**src/rtl/button_conditioner.sv**
```systemverilog
// Four-button front end: two-flop synchronisers, per-bit counter debounce,
// rising-edge press detection with lowest-index priority, and a 2-entry
// event FIFO popped by the consumer with ack.
module button_conditioner #(
  parameter int DEBOUNCE_CYCLES = 4
) (
  input  logic       clk,
  input  logic       rst,
  input  logic [3:0] b_raw,
  input  logic       ack,
  output logic       valid,
  output logic [2:0] code,
  output logic [3:0] onehot,
  output logic       full,
  output logic       drop
);

  localparam int CW = $clog2(DEBOUNCE_CYCLES + 1);
  // Counter value seen on the cycle whose increment would reach the threshold.
  localparam logic [CW-1:0] CNT_LAST = CW'(DEBOUNCE_CYCLES - 1);

  logic [3:0]    sync1, sync2;
  logic [3:0]    deb, deb_prev;
  logic [CW-1:0] cnt [4];

  logic [3:0]    press;
  logic          press_any;
  logic          press_multi;
  logic [1:0]    press_idx;

  logic [1:0]    mem [2];
  logic          rd_ptr, wr_ptr;
  logic [1:0]    count;
  logic          pop, push;

  // Two-flop synchroniser for the raw asynchronous buttons.
  always_ff @(posedge clk or posedge rst) begin
    if (rst) begin
      sync1 <= '0;
      sync2 <= '0;
    end else begin
      sync1 <= b_raw;
      sync2 <= sync1;
    end
  end

  // Per-bit debounce: count disagreeing cycles, toggle the level at threshold.
  always_ff @(posedge clk or posedge rst) begin
    if (rst) begin
      deb      <= '0;
      deb_prev <= '0;
      for (int unsigned i = 0; i < 4; i++) cnt[i] <= '0;
    end else begin
      deb_prev <= deb;
      for (int unsigned i = 0; i < 4; i++) begin
        if (sync2[i] == deb[i]) begin
          cnt[i] <= '0;
        end else if (cnt[i] == CNT_LAST) begin
          cnt[i] <= '0;
          deb[i] <= ~deb[i];
        end else begin
          cnt[i] <= cnt[i] + 1'b1;
        end
      end
    end
  end

  // Press detection and lowest-index priority selection.
  always_comb begin
    press       = deb & ~deb_prev;
    press_any   = |press;
    press_multi = |(press & (press - 4'd1));
    press_idx   = 2'd0;
    for (int unsigned i = 4; i > 0; i--) begin
      if (press[i-1]) press_idx = 2'(i - 1);
    end
  end

  assign pop  = ack & valid;
  // A full FIFO still accepts a push when the head leaves at the same edge.
  assign push = press_any & (~full | pop);

  // FIFO pointers, contents, occupancy and the registered drop pulse.
  always_ff @(posedge clk or posedge rst) begin
    if (rst) begin
      mem[0] <= '0;
      mem[1] <= '0;
      rd_ptr <= 1'b0;
      wr_ptr <= 1'b0;
      count  <= '0;
      drop   <= 1'b0;
    end else begin
      drop <= press_multi | (press_any & ~push);
      if (push) begin
        mem[wr_ptr] <= press_idx;
        wr_ptr      <= ~wr_ptr;
      end
      if (pop) rd_ptr <= ~rd_ptr;
      case ({push, pop})
        2'b10:   count <= count + 2'd1;
        2'b01:   count <= count - 2'd1;
        default: count <= count;
      endcase
    end
  end

  // Consumer-facing outputs decoded from registered FIFO state only.
  always_comb begin
    valid  = (count != 2'd0);
    full   = (count == 2'd2);
    code   = '0;
    onehot = '0;
    if (valid) begin
      code   = {1'b0, mem[rd_ptr]} + 3'd1;
      onehot = 4'd1 << mem[rd_ptr];
    end
  end

endmodule

```
**config.mk**
```make
export PLATFORM = sky130hd
export DESIGN_NAME = button_conditioner
export DESIGN_NICKNAME = d
export VERILOG_FILES = /design/src/rtl/button_conditioner.sv
export SDC_FILE = /design/constraint.sdc
export NUM_CORES = 1
export LEC_CHECK = 0
export BUFFER_PORTS_ARGS = -buffer_cell sky130_fd_sc_hd__clkbuf_2
export CAP_MARGIN = 30
export CELL_PAD_IN_SITES_DETAIL_PLACEMENT = 1
export CELL_PAD_IN_SITES_GLOBAL_PLACEMENT = 1
export CORE_UTILIZATION = 46
export DETAILED_ROUTE_END_ITERATION = 10
export GPL_ROUTABILITY_DRIVEN = 0
export HOLD_SLACK_MARGIN = 0.12
export PLACE_DENSITY = 0.79
export SYNTH_ARGS = -nofsm -noshare
export SYNTH_HDL_FRONTEND = slang
export SYNTH_SLANG_ARGS = --single-unit
```
**constraint.sdc**
```tcl
create_clock -name clk -period 2 [get_ports clk]
set_input_delay 0.6 -clock clk [delete_from_list [all_inputs] [get_ports clk]]
set_output_delay 0.6 -clock clk [all_outputs]
set_load 0.005 [all_outputs]
```
==> summary.md, run 1 <==
| Metric | Value |
|---|---|
| Die Area | `3630 um2` |
| Start of the worst register-to-register path | `count[0]` |
| Io pins | `17` |
| Dpl ws | `41.2 ps` |
| Rel. slew slack | `69.8%` |
| Outcome | `finished with violations` |
| Final hold viol count | `0` |
| Drt pass-1 iters | `4` |
| Non-Filler Instances | `188` |
| Syn_nets | `136` |
| Max-cap viol count | `0` |
| Worst Tran Pin Value | `452 ps` |
| H-tree depth | `2` |
| Finished Core Util | `57.1%` |
| Clk Latency, worst-skew pair | `330 ps` |
| DRC viols | `0` |
| Tmin final | `2230 ps` |
| CP delay by family, top | `flip-flops` |
| Crit path DAT | `1630 ps` |
| Stages on the worst setup path | `5` |
| Max VDD drop | `525 uV` |
| RSZ-0062 raised after global routing | `yes` |
| Number of library cell types mapped by synthesis | `29` |
| Critical Path RT | `1400 ps` |
| CTS tree | `done` |
| Fillers | `335` |
| CORE AREA | `3130 um2` |
| Initial Util | `50.0%` |
| R2r setup slk | `300 ps` |
| Worst hold path class | `primary input to asynchronous set/reset pin` |
| Critical path cell sequence | `mux2_4, inv_4, ha_4, nor2b_1, clkbuf_2` |
| Post-route ant nets | `0` |
| GR Util All Layers | `18.8%` |
| Initial DRC count | `20` |
| DP Wirelength | `1950 um` |
| Worst-path clk slew | `100 ps` |
| Mapped cell area | `1560 um2` |
| Fin nets | `159` |
| Max-slew violations | `0` |
| Clock root cell | `clkbuf_4` |
| Final Skew | `4.54 ps` |
| Share of cells above drive strength 1 | `29.9%` |
| Hold buffer count at cts | `0` |
| Initial antenna violation count | `0` |
| Die Span Y | `60.3 um` |
| Vias in the first global route | `1055` |
| Mean Syn Cell Area | `13.0 um2` |
| Synth Instances | `120` |
| CP Capture Type | `primary output` |
| Failing checks | `negative setup slack` |
| Tot Pwr | `2820 uW` |
| Most common cell after layout, fill and taps aside | `dfrtp_1` |
| Post-route clock period utilization | `111%` |
| Most frequent cells in the layout | `36 x dfrtp_1, 14 x clkbuf_2, 11 x nor2b_1` |
| Area post-placement | `1690 um2` |
| Max Fclk | `449 MHz` |
| Number of synthesized register bits | `37` |
| Power Density | `1580 nW/um2` |
| First-pass GRT wire length | `4770 um` |
| Via/cell ratio | `5.17` |
| RR Endpoint | `count[1]` |
| Count of buffer and inverter cells on the critical path | `2` |
| Via count | `972` |
| Setup-failing EPs final | `6` |
| Register area share after synthesis | `59.2%` |
| Clk buf depth | `2` |
| Yosys warning count | `0` |
| Fin area | `1790 um2` |
| Gr ovfl total | `0` |
| Clock sink count | `37` |
| PortBufs | `16` |
| Routed WL per cell | `14.5 um` |
| Final WL | `2720 um` |
| Area Overhead vs Synth | `14.3%` |
| Setup crit start kind | `flip-flop` |
| Total CTS buffers | `5` |
| Std-Cell Rows | `20` |
| Final WS setup | `-226 ps` |
| Worst-case reg-to-reg path depth | `5` |
| WS Path Type | `flip-flop to primary output` |
| Ant diodes | `0` |
| Worst path max stage delay | `460 ps` |
| Die Width | `60.3 um` |
| CP max-delay cell | `dfrtp_2` |
| Leakage | `0.000838 uW` |
| Crit Path Max Fanout | `4` |
| Pin count of the biggest net entering global routing | `38` |
| Placed cells | `179` |
[flip-flops by register name, summed over array words and instances, names as in the netlist]
name,cells
mem,4
rd_ptr,1
sync2,4
sync1,4
cnt,12
wr_ptr,1
deb_prev,4
drop,1
deb,4
count,2
[how the worst max path moves through the flow]
| stage | from | to | slack (ps) |
|---|---|---|---|
| finish | rd_ptr | code[1] | -230 |
| global placement | rd_ptr | code[1] | 100 |
| global route | rd_ptr | code[1] | -310 |
| CTS | rd_ptr | code[1] | -240 |
| detailed placement | rd_ptr | code[1] | 40 |
| floorplan | rd_ptr | onehot[3] | 180 |
[power by group]
| group | switching, uW | leakage (uW) | internal (uW) | total, uW |
|---|---|---|---|---|
| sequential | 215 | 0.000457 | 998 | 1210 |
| clock | 225 | 0.0000320 | 134 | 359 |
| combinational | 621 | 0.000349 | 631 | 1250 |
[cells in the mapped netlist]
| cell | instances | area share, % |
|---|---|---|
| a21boi_0 | 1 | 0.48 |
| a21oi_1 | 3 | 0.96 |
| a31oi_1 | 2 | 0.80 |
| and2b_2 | 1 | 0.56 |
| and3b_1 | 1 | 0.56 |
| and4_4 | 1 | 0.72 |
| buf_4 | 1 | 0.48 |
| clkbuf_2 | 1 | 0.32 |
| dfrtp_1 | 37 | 59 |
| ha_1 | 9 | 7.2 |
| inv_1 | 4 | 0.96 |
| mux2_2 | 5 | 3.6 |
| mux2i_1 | 1 | 0.64 |
| nand2_1 | 1 | 0.24 |
| nand2_2 | 2 | 0.80 |
| nand2b_1 | 4 | 1.6 |
| nand2b_2 | 1 | 0.56 |
| nor2_1 | 6 | 1.4 |
| nor2b_1 | 11 | 4.4 |
| nor3_1 | 3 | 0.96 |
| nor3b_1 | 9 | 4.3 |
| o21ai_0 | 1 | 0.32 |
| o21ai_4 | 1 | 1.0 |
| o22ai_1 | 1 | 0.40 |
| o31ai_1 | 1 | 0.48 |
| o41ai_1 | 2 | 1.1 |
| or3b_4 | 1 | 0.72 |
| xnor2_1 | 7 | 3.9 |
| xor2_1 | 2 | 1.1 |
[metrics by stage]
stage / setup TNS (ps) / hold slack, ps
after floorplan: 0 / 331
after global placement: 0 / 332
after detailed placement: 0 / 336
after CTS: -1240 / 341
after global routing: -1690 / 338
final: -1050 / 341
[area by class of cell]
cell class	instances	area (um2)	share of cell area, %
repair buffers	18	95.1	5.32
clock inverters	2	10.0	0.560
clock buffers	6	41.3	2.31
well taps	44	55.1	3.08
flip-flops and latches	37	927	51.9
inverters	4	17.5	0.980
multi-input cells	77	641	35.9
[cell families (layout without fill, tap and decap cells)]
group                    Yosys count  count (layout)  share of synthesized area (%)
AND/OR/NAND/NOR                   41              41                           16.9
flip-flops                        37              37                           59.2
AO/OA/AOI/OAI                     12              12                           5.60
adder cells (fa/ha/maj)            9               9                           7.21
XOR/XNOR                           9               9                           5.04
multiplexers                       6               6                           4.24
buffers and inverters              6              30                           1.76
[metal layers]
layer / vias to the layer above / track usage, % / routed length (um)
li1: 449 / - / -
met1: 488 / 19.0 / 1030
met2: 26 / 33.1 / 1500
met3: 9 / 6.28 / 121
met4: 0 / 11.3 / 78
met5: - / 0 / 0
[worst register-to-register path: cells and delay by family (launching register included)]
family,cells,cell delay [ps]
compound gates,1,100
xor+xnor,1,170
fa+ha+maj,1,270
flops,1,480
simple gates,2,620
[what timing repair did]
| item | 4_1_cts | 5_1_grt |
|---|---|---|
| pin swaps | 1 | 0 |
| gates resized for setup | 8 | 3 |
| setup buffers | 1 | 0 |
| endpoints found under the setup margin | 8 | 7 |
Note: power is estimated with default switching activity, not from simulation.
==> run 2, diff against run 1 <==
--- a/config.mk
+++ b/config.mk
@@ -8,3 +8,3 @@
 export BUFFER_PORTS_ARGS = -buffer_cell sky130_fd_sc_hd__clkbuf_2
-export CAP_MARGIN = 30
+export CAP_MARGIN = 15
 export CELL_PAD_IN_SITES_DETAIL_PLACEMENT = 1
--- a/constraint.sdc
+++ b/constraint.sdc
@@ -3,2 +3,2 @@
 set_output_delay 0.6 -clock clk [all_outputs]
-set_load 0.005 [all_outputs]
+set_load 0.01 [all_outputs]
==> run 2 against run 1 <==
Net effect:
- the flow still finishes with violations (negative setup slack)
- setup slack worse by 28 ps
- register-to-register slack barely moved
- power increased by 4.3%
- sequential power barely moved
- count of clock-buffer cells in the layout is the same
==> summary.md, run 2 (synthesized netlist as in run 1, its figures left out) <==
| Metric | Value |
|---|---|
| Clock sink count | `37 (unchanged)` |
| Start of the worst register-to-register path | `count[0]` |
| Io pins | `17 (unchanged)` |
| Std-Cell Rows | `20 (unchanged)` |
| PortBufs | `16 (unchanged)` |
| Rel. slew slack | `69.8% (about the same)` |
| RSZ-0062 raised after global routing | `yes` |
| Non-Filler Instances | `188 (unchanged)` |
| Placed cells | `179 (unchanged)` |
| Outcome | `finished with violations` |
| RR Endpoint | `count[1]` |
| Initial Util | `50.0% (unchanged)` |
| Worst-path clk slew | `100 ps (about the same)` |
| Die Span Y | `60.3 um (unchanged)` |
| First-pass GRT wire length | `4330 um (-9.1%)` |
| Fin area | `1830 um2 (+2.5%)` |
| Total CTS buffers | `5 (unchanged)` |
| DRC viols | `0 (unchanged)` |
| Vias in the first global route | `1011 (-4.2%)` |
| Setup crit start kind | `flip-flop` |
| Failing checks | `negative setup slack` |
| Setup-failing EPs final | `6 (unchanged)` |
| Fin nets | `159 (unchanged)` |
| Ant diodes | `0 (unchanged)` |
| Max-slew violations | `0 (unchanged)` |
| Pin count of the biggest net entering global routing | `38 (unchanged)` |
| Max Fclk | `444 MHz (-1.3%)` |
| Post-route ant nets | `0 (unchanged)` |
| CP Capture Type | `primary output` |
| Max VDD drop | `572 uV (+8.9%)` |
| Die Width | `60.3 um (unchanged)` |
| Area post-placement | `1690 um2 (unchanged)` |
| Gr ovfl total | `0 (unchanged)` |
| Clk Latency, worst-skew pair | `330 ps (about the same)` |
| Drt pass-1 iters | `4 (unchanged)` |
| Clk buf depth | `2 (unchanged)` |
| CORE AREA | `3130 um2 (unchanged)` |
| Max FFs per register | `12 (unchanged)` |
| Hold buffer count at cts | `0 (unchanged)` |
| Post-route clock period utilization | `113% (+1.4 points)` |
| Most frequent cells in the layout | `36 x dfrtp_1, 10 x clkbuf_2, 9 x nor2b_1, 9 x nor3b_1, 7 x xnor2_1` |
| Crit path DAT | `1650 ps (+20 ps)` |
| Max-cap viol count | `0 (unchanged)` |
| Worst Tran Pin Value | `453 ps (+0.937 ps)` |
| Share of cells above drive strength 1 | `32.6% (+2.8 points)` |
| Crit Path Max Fanout | `4 (unchanged)` |
| Via count | `946 (-2.7%)` |
| GR Util All Layers | `16.8% (-2.0 points)` |
| Initial antenna violation count | `0 (unchanged)` |
| WS Path Type | `flip-flop to primary output` |
| Final hold viol count | `0 (unchanged)` |
| Via/cell ratio | `5.03 (-2.7%)` |
| Die Area | `3630 um2 (unchanged)` |
| Routed WL per cell | `13.7 um (-5.7%)` |
| TNS Setup | `-1160 ps (-104 ps)` |
| Most common cell after layout, fill and taps aside | `dfrtp_1` |
| H-tree depth | `2 (unchanged)` |
| Area Overhead vs Synth | `17.1%` |
| Tmin final | `2250 ps (+28.2 ps)` |
| Leakage | `0.000845 uW (+0.78%)` |
| Worst-case reg-to-reg path depth | `5 (unchanged)` |
| Final WL | `2570 um (-5.7%)` |
| R2r setup slk | `290 ps (about the same)` |
| Final WS setup | `-254 ps (-28.2 ps)` |
| CTS tree | `done` |
| Critical Path RT | `1400 ps (about the same)` |
| Power Density | `1610 nW/um2 (+1.8%)` |
| Clock root cell | `clkbuf_4` |
| DP Wirelength | `1820 um (-6.5%)` |
| Fillers | `327 (-2.4%)` |
| Largest Register | `cnt` |
| Initial DRC count | `12 (-40%)` |
| Worst hold path class | `primary input to asynchronous set/reset pin` |
| Final Skew | `4.78 ps (+0.236 ps)` |
-- run 2: worst max path at each step --
stage,from,end,slack [ps],cells past startpoint
finish,rd_ptr,code[1],-250,5
global route,rd_ptr,code[1],-320,5
CTS,rd_ptr,code[1],-260,5
detailed placement,rd_ptr,code[1],50,5
global placement,rd_ptr,code[1],80,5
floorplan,rd_ptr,onehot[3],140,4
-- run 2: worst max-delay path: stages (launching register included) --
cell	delay (ps)
dfrtp_2	460
mux2_4	350
inv_4	70
ha_4	180
nor2b_1	120
buf_2	150
-- run 2: cell type report --
class                           instances  area, um2  share of cell area [%]
Sequential cell                        37        927                    50.6
Multi-Input combinational cell         77        666                    36.4
Timing Repair Buffer                   18        114                    6.22
Tap cell                               44       55.1                    3.01
Clock buffer                            6       41.3                    2.26
Inverter                                4       17.5                   0.957
Clock inverter                          2       10.0                   0.547
-- run 2: repair_timing --
item	4_1_cts	5_1_grt
endpoints found under the setup margin	8	6
gates resized for setup	3	22
pin swaps	0	3
buffers inserted	1	0
-- run 2: stage by stage --
| step | power, uW | hold WS (ps) | setup WS, ps | util (%) |
|---|---|---|---|---|
| finish | 2950 | 334 | -254 | 58.5 |
| global route | 3210 | 338 | -322 | 58.5 |
| CTS | 2800 | 346 | -259 | 56.2 |
| detailed placement | 2410 | 336 | 46.7 | 54.1 |
| global placement | 2300 | 332 | 81.1 | 54.1 |
| floorplan | 2080 | 331 | 139 | - |
-- run 2: report_power, final --
group          total, uW  internal, uW  switching [uW]
combinational       1370           697             676
sequential          1210           998             217
clock                358           134             224
-- run 2: metal layers --
layer,up-vias,track usage [%],wire length [um]
met5,-,0,0
met4,0,6.98,48
met3,6,5.84,108
met2,20,29.0,1390
met1,467,18.7,1020
li1,453,-,-
==> run 3, diff against run 2 <==
REMOVE_ABC_BUFFERS = 1   (was default)
==> run 3 against run 2 <==
Net effect:
- the flow still finishes with violations (negative setup slack)
- largest cell class unchanged
- critical path depth unchanged
- die area unchanged
- clock power about the same
==> summary.md, run 3 (synthesized netlist as in run 1, its figures left out) <==
| Metric | Value |
|---|---|
| Post-route clock period utilization | `112% (-0.69 points)` |
| Critical path cell sequence | `mux2_4, inv_4, ha_4, nor2b_1, clkbuf_2` |
| CP max-delay cell | `dfrtp_2` |
| Leakage | `0.000834 uW (-1.3%)` |
| Hold buffer count at cts | `0 (unchanged)` |
| WS Path Type | `flip-flop to primary output` |
| Power Density | `1590 nW/um2 (-1.2%)` |
| GR Util All Layers | `17.3% (+0.44 points)` |
| CP Capture Type | `primary output` |
| Final WS setup | `-240 ps (+13.9 ps)` |
| PortBufs | `16 (unchanged)` |
| Final WL | `2490 um (-3.3%)` |
| Worst Tran Pin Value | `448 ps (-5.45 ps)` |
| Max-cap viol count | `0 (unchanged)` |
| Io pins | `17 (unchanged)` |
| Via count | `959 (+1.4%)` |
| Largest Register | `cnt` |
| Clk Latency, worst-skew pair | `340 ps (about the same)` |
| Std-Cell Rows | `20 (unchanged)` |
| Rel. slew slack | `70.1% (+0.36 points)` |
| Gr ovfl total | `0 (unchanged)` |
| Most common cell after layout, fill and taps aside | `dfrtp_1` |
| Worst hold path class | `primary input to asynchronous set/reset pin` |
| Outcome | `finished with violations` |
| Max-slew violations | `0 (unchanged)` |
| RR Endpoint | `count[1]` |
| Tmin final | `2240 ps (-13.9 ps)` |
| Area post-placement | `1690 um2 (unchanged)` |
| Fin nets | `159 (unchanged)` |
| Max Fclk | `446 MHz (+0.62%)` |
| Routed WL per cell | `13.2 um (-3.3%)` |
| Total CTS buffers | `5 (unchanged)` |
| Via/cell ratio | `5.10 (+1.4%)` |
| Most frequent cells in the layout | `36 x dfrtp_1, 13 x clkbuf_2, 11 x nor2b_1` |
| Drt pass-1 iters | `4 (unchanged)` |
| Clock sink count | `37 (unchanged)` |
| Final Skew | `4.83 ps (+0.0502 ps)` |
| Start of the worst register-to-register path | `count[0]` |
| CTS tree | `done` |
| Crit Path Max Fanout | `4 (unchanged)` |
| CP delay by family, top | `flip-flops` |
| First-pass GRT wire length | `4350 um (+0.32%)` |
| Vias in the first global route | `1022 (+1.1%)` |
| CORE AREA | `3130 um2 (unchanged)` |
| Die Area | `3630 um2 (unchanged)` |
| Critical Path RT | `1400 ps (about the same)` |
| H-tree depth | `2 (unchanged)` |
| Failing checks | `negative setup slack` |
| Area Overhead vs Synth | `14.7%` |
| Setup-failing EPs final | `6 (unchanged)` |
| DP Wirelength | `1890 um (+3.9%)` |
| Ant diodes | `0 (unchanged)` |
| Worst-path clk slew | `100 ps (about the same)` |
| Worst path max stage delay | `460 ps (about the same)` |
| Fin area | `1790 um2 (-2.1%)` |
| Die Width | `60.3 um (unchanged)` |
| Non-Filler Instances | `188 (unchanged)` |
| Setup crit start kind | `flip-flop` |
| Share of cells above drive strength 1 | `29.2% (-3.5 points)` |
| Initial antenna violation count | `0 (unchanged)` |
| Final hold viol count | `0 (unchanged)` |
| Pin count of the biggest net entering global routing | `38 (unchanged)` |
| R2r setup slk | `290 ps (about the same)` |
| RSZ-0062 raised after global routing | `yes` |
| Max FFs per register | `12 (unchanged)` |
| Max VDD drop | `579 uV (+1.2%)` |
| Finished Core Util | `57.3% (-1.2 points)` |
| Count of buffer and inverter cells on the critical path | `2 (unchanged)` |
| Placed cells | `179 (unchanged)` |
| Initial DRC count | `15 (+3)` |
| Tot Pwr | `2850 uW (-3.3%)` |
| DRC viols | `0 (unchanged)` |
| Clk buf depth | `2 (unchanged)` |
| Initial Util | `50.0% (unchanged)` |
| Clock root cell | `clkbuf_4` |
| Die Span Y | `60.3 um (unchanged)` |
| Crit path DAT | `1640 ps (about the same)` |
| Stages on the worst setup path | `5 (unchanged)` |
| Worst-case reg-to-reg path depth | `5 (unchanged)` |
| Post-route ant nets | `0 (unchanged)` |
==> run 3: worst max path at each step <==
stage | from | end | slack [ps]
after floorplan | rd_ptr | code[1] | 210
after global placement | rd_ptr | code[1] | 80
after detailed placement | rd_ptr | code[1] | 30
after CTS | rd_ptr | code[1] | -270
after global routing | rd_ptr | code[1] | -300
final | rd_ptr | code[1] | -240
==> run 3: final cells by class <==
cell class	instances	area, um2
Clock buffer	8	48.8
Fill cell	351	1340
Inverter	4	17.5
Multi-Input combinational cell	77	648
Sequential cell	37	927
Tap cell	44	55.1
Timing Repair Buffer	18	95.1
==> run 3: worst min-delay path, cell delays in order <==
cell      delay (ps)
clkbuf_2          80
inv_1             50
buf_4            390
==> run 3: metrics by stage <==
step	hold WS, ps	TNS (ps)	setup slack [ps]
6_report	344	-1240	-240
5_1_grt	326	-1700	-297
4_1_cts	346	-1440	-267
3_5_place_dp	338	0	25.5
3_3_place_gp	331	0	79.1
2_1_floorplan	331	0	209
==> run 3: what timing repair did <==
| action | 4_1_cts | 5_1_grt |
|---|---|---|
| buffers inserted | 1 | 0 |
| resized for setup | 9 | 5 |
| setup endpoints to repair | 8 | 8 |
| pin swaps | 1 | 0 |
==> run 3: per-layer routing <==
| layer | part of all wire, % | vias to the layer above | track usage [%] | wire length, um |
|---|---|---|---|---|
| met1 | 40 | 477 | 18.5 | 1000 |
| met5 | 0 | - | 0 | 0 |
| met3 | 4.7 | 5 | 6.49 | 118 |
| li1 | - | 455 | - | - |
| met2 | 52 | 22 | 28.9 | 1300 |
| met4 | 2.5 | 0 | 9.97 | 63 |
==> run 3: power by group <==
group	switching, uW	leakage (uW)	internal (uW)
Clock	215	0.0000265	140
Sequential	213	0.000457	998
Combinational	644	0.000350	638
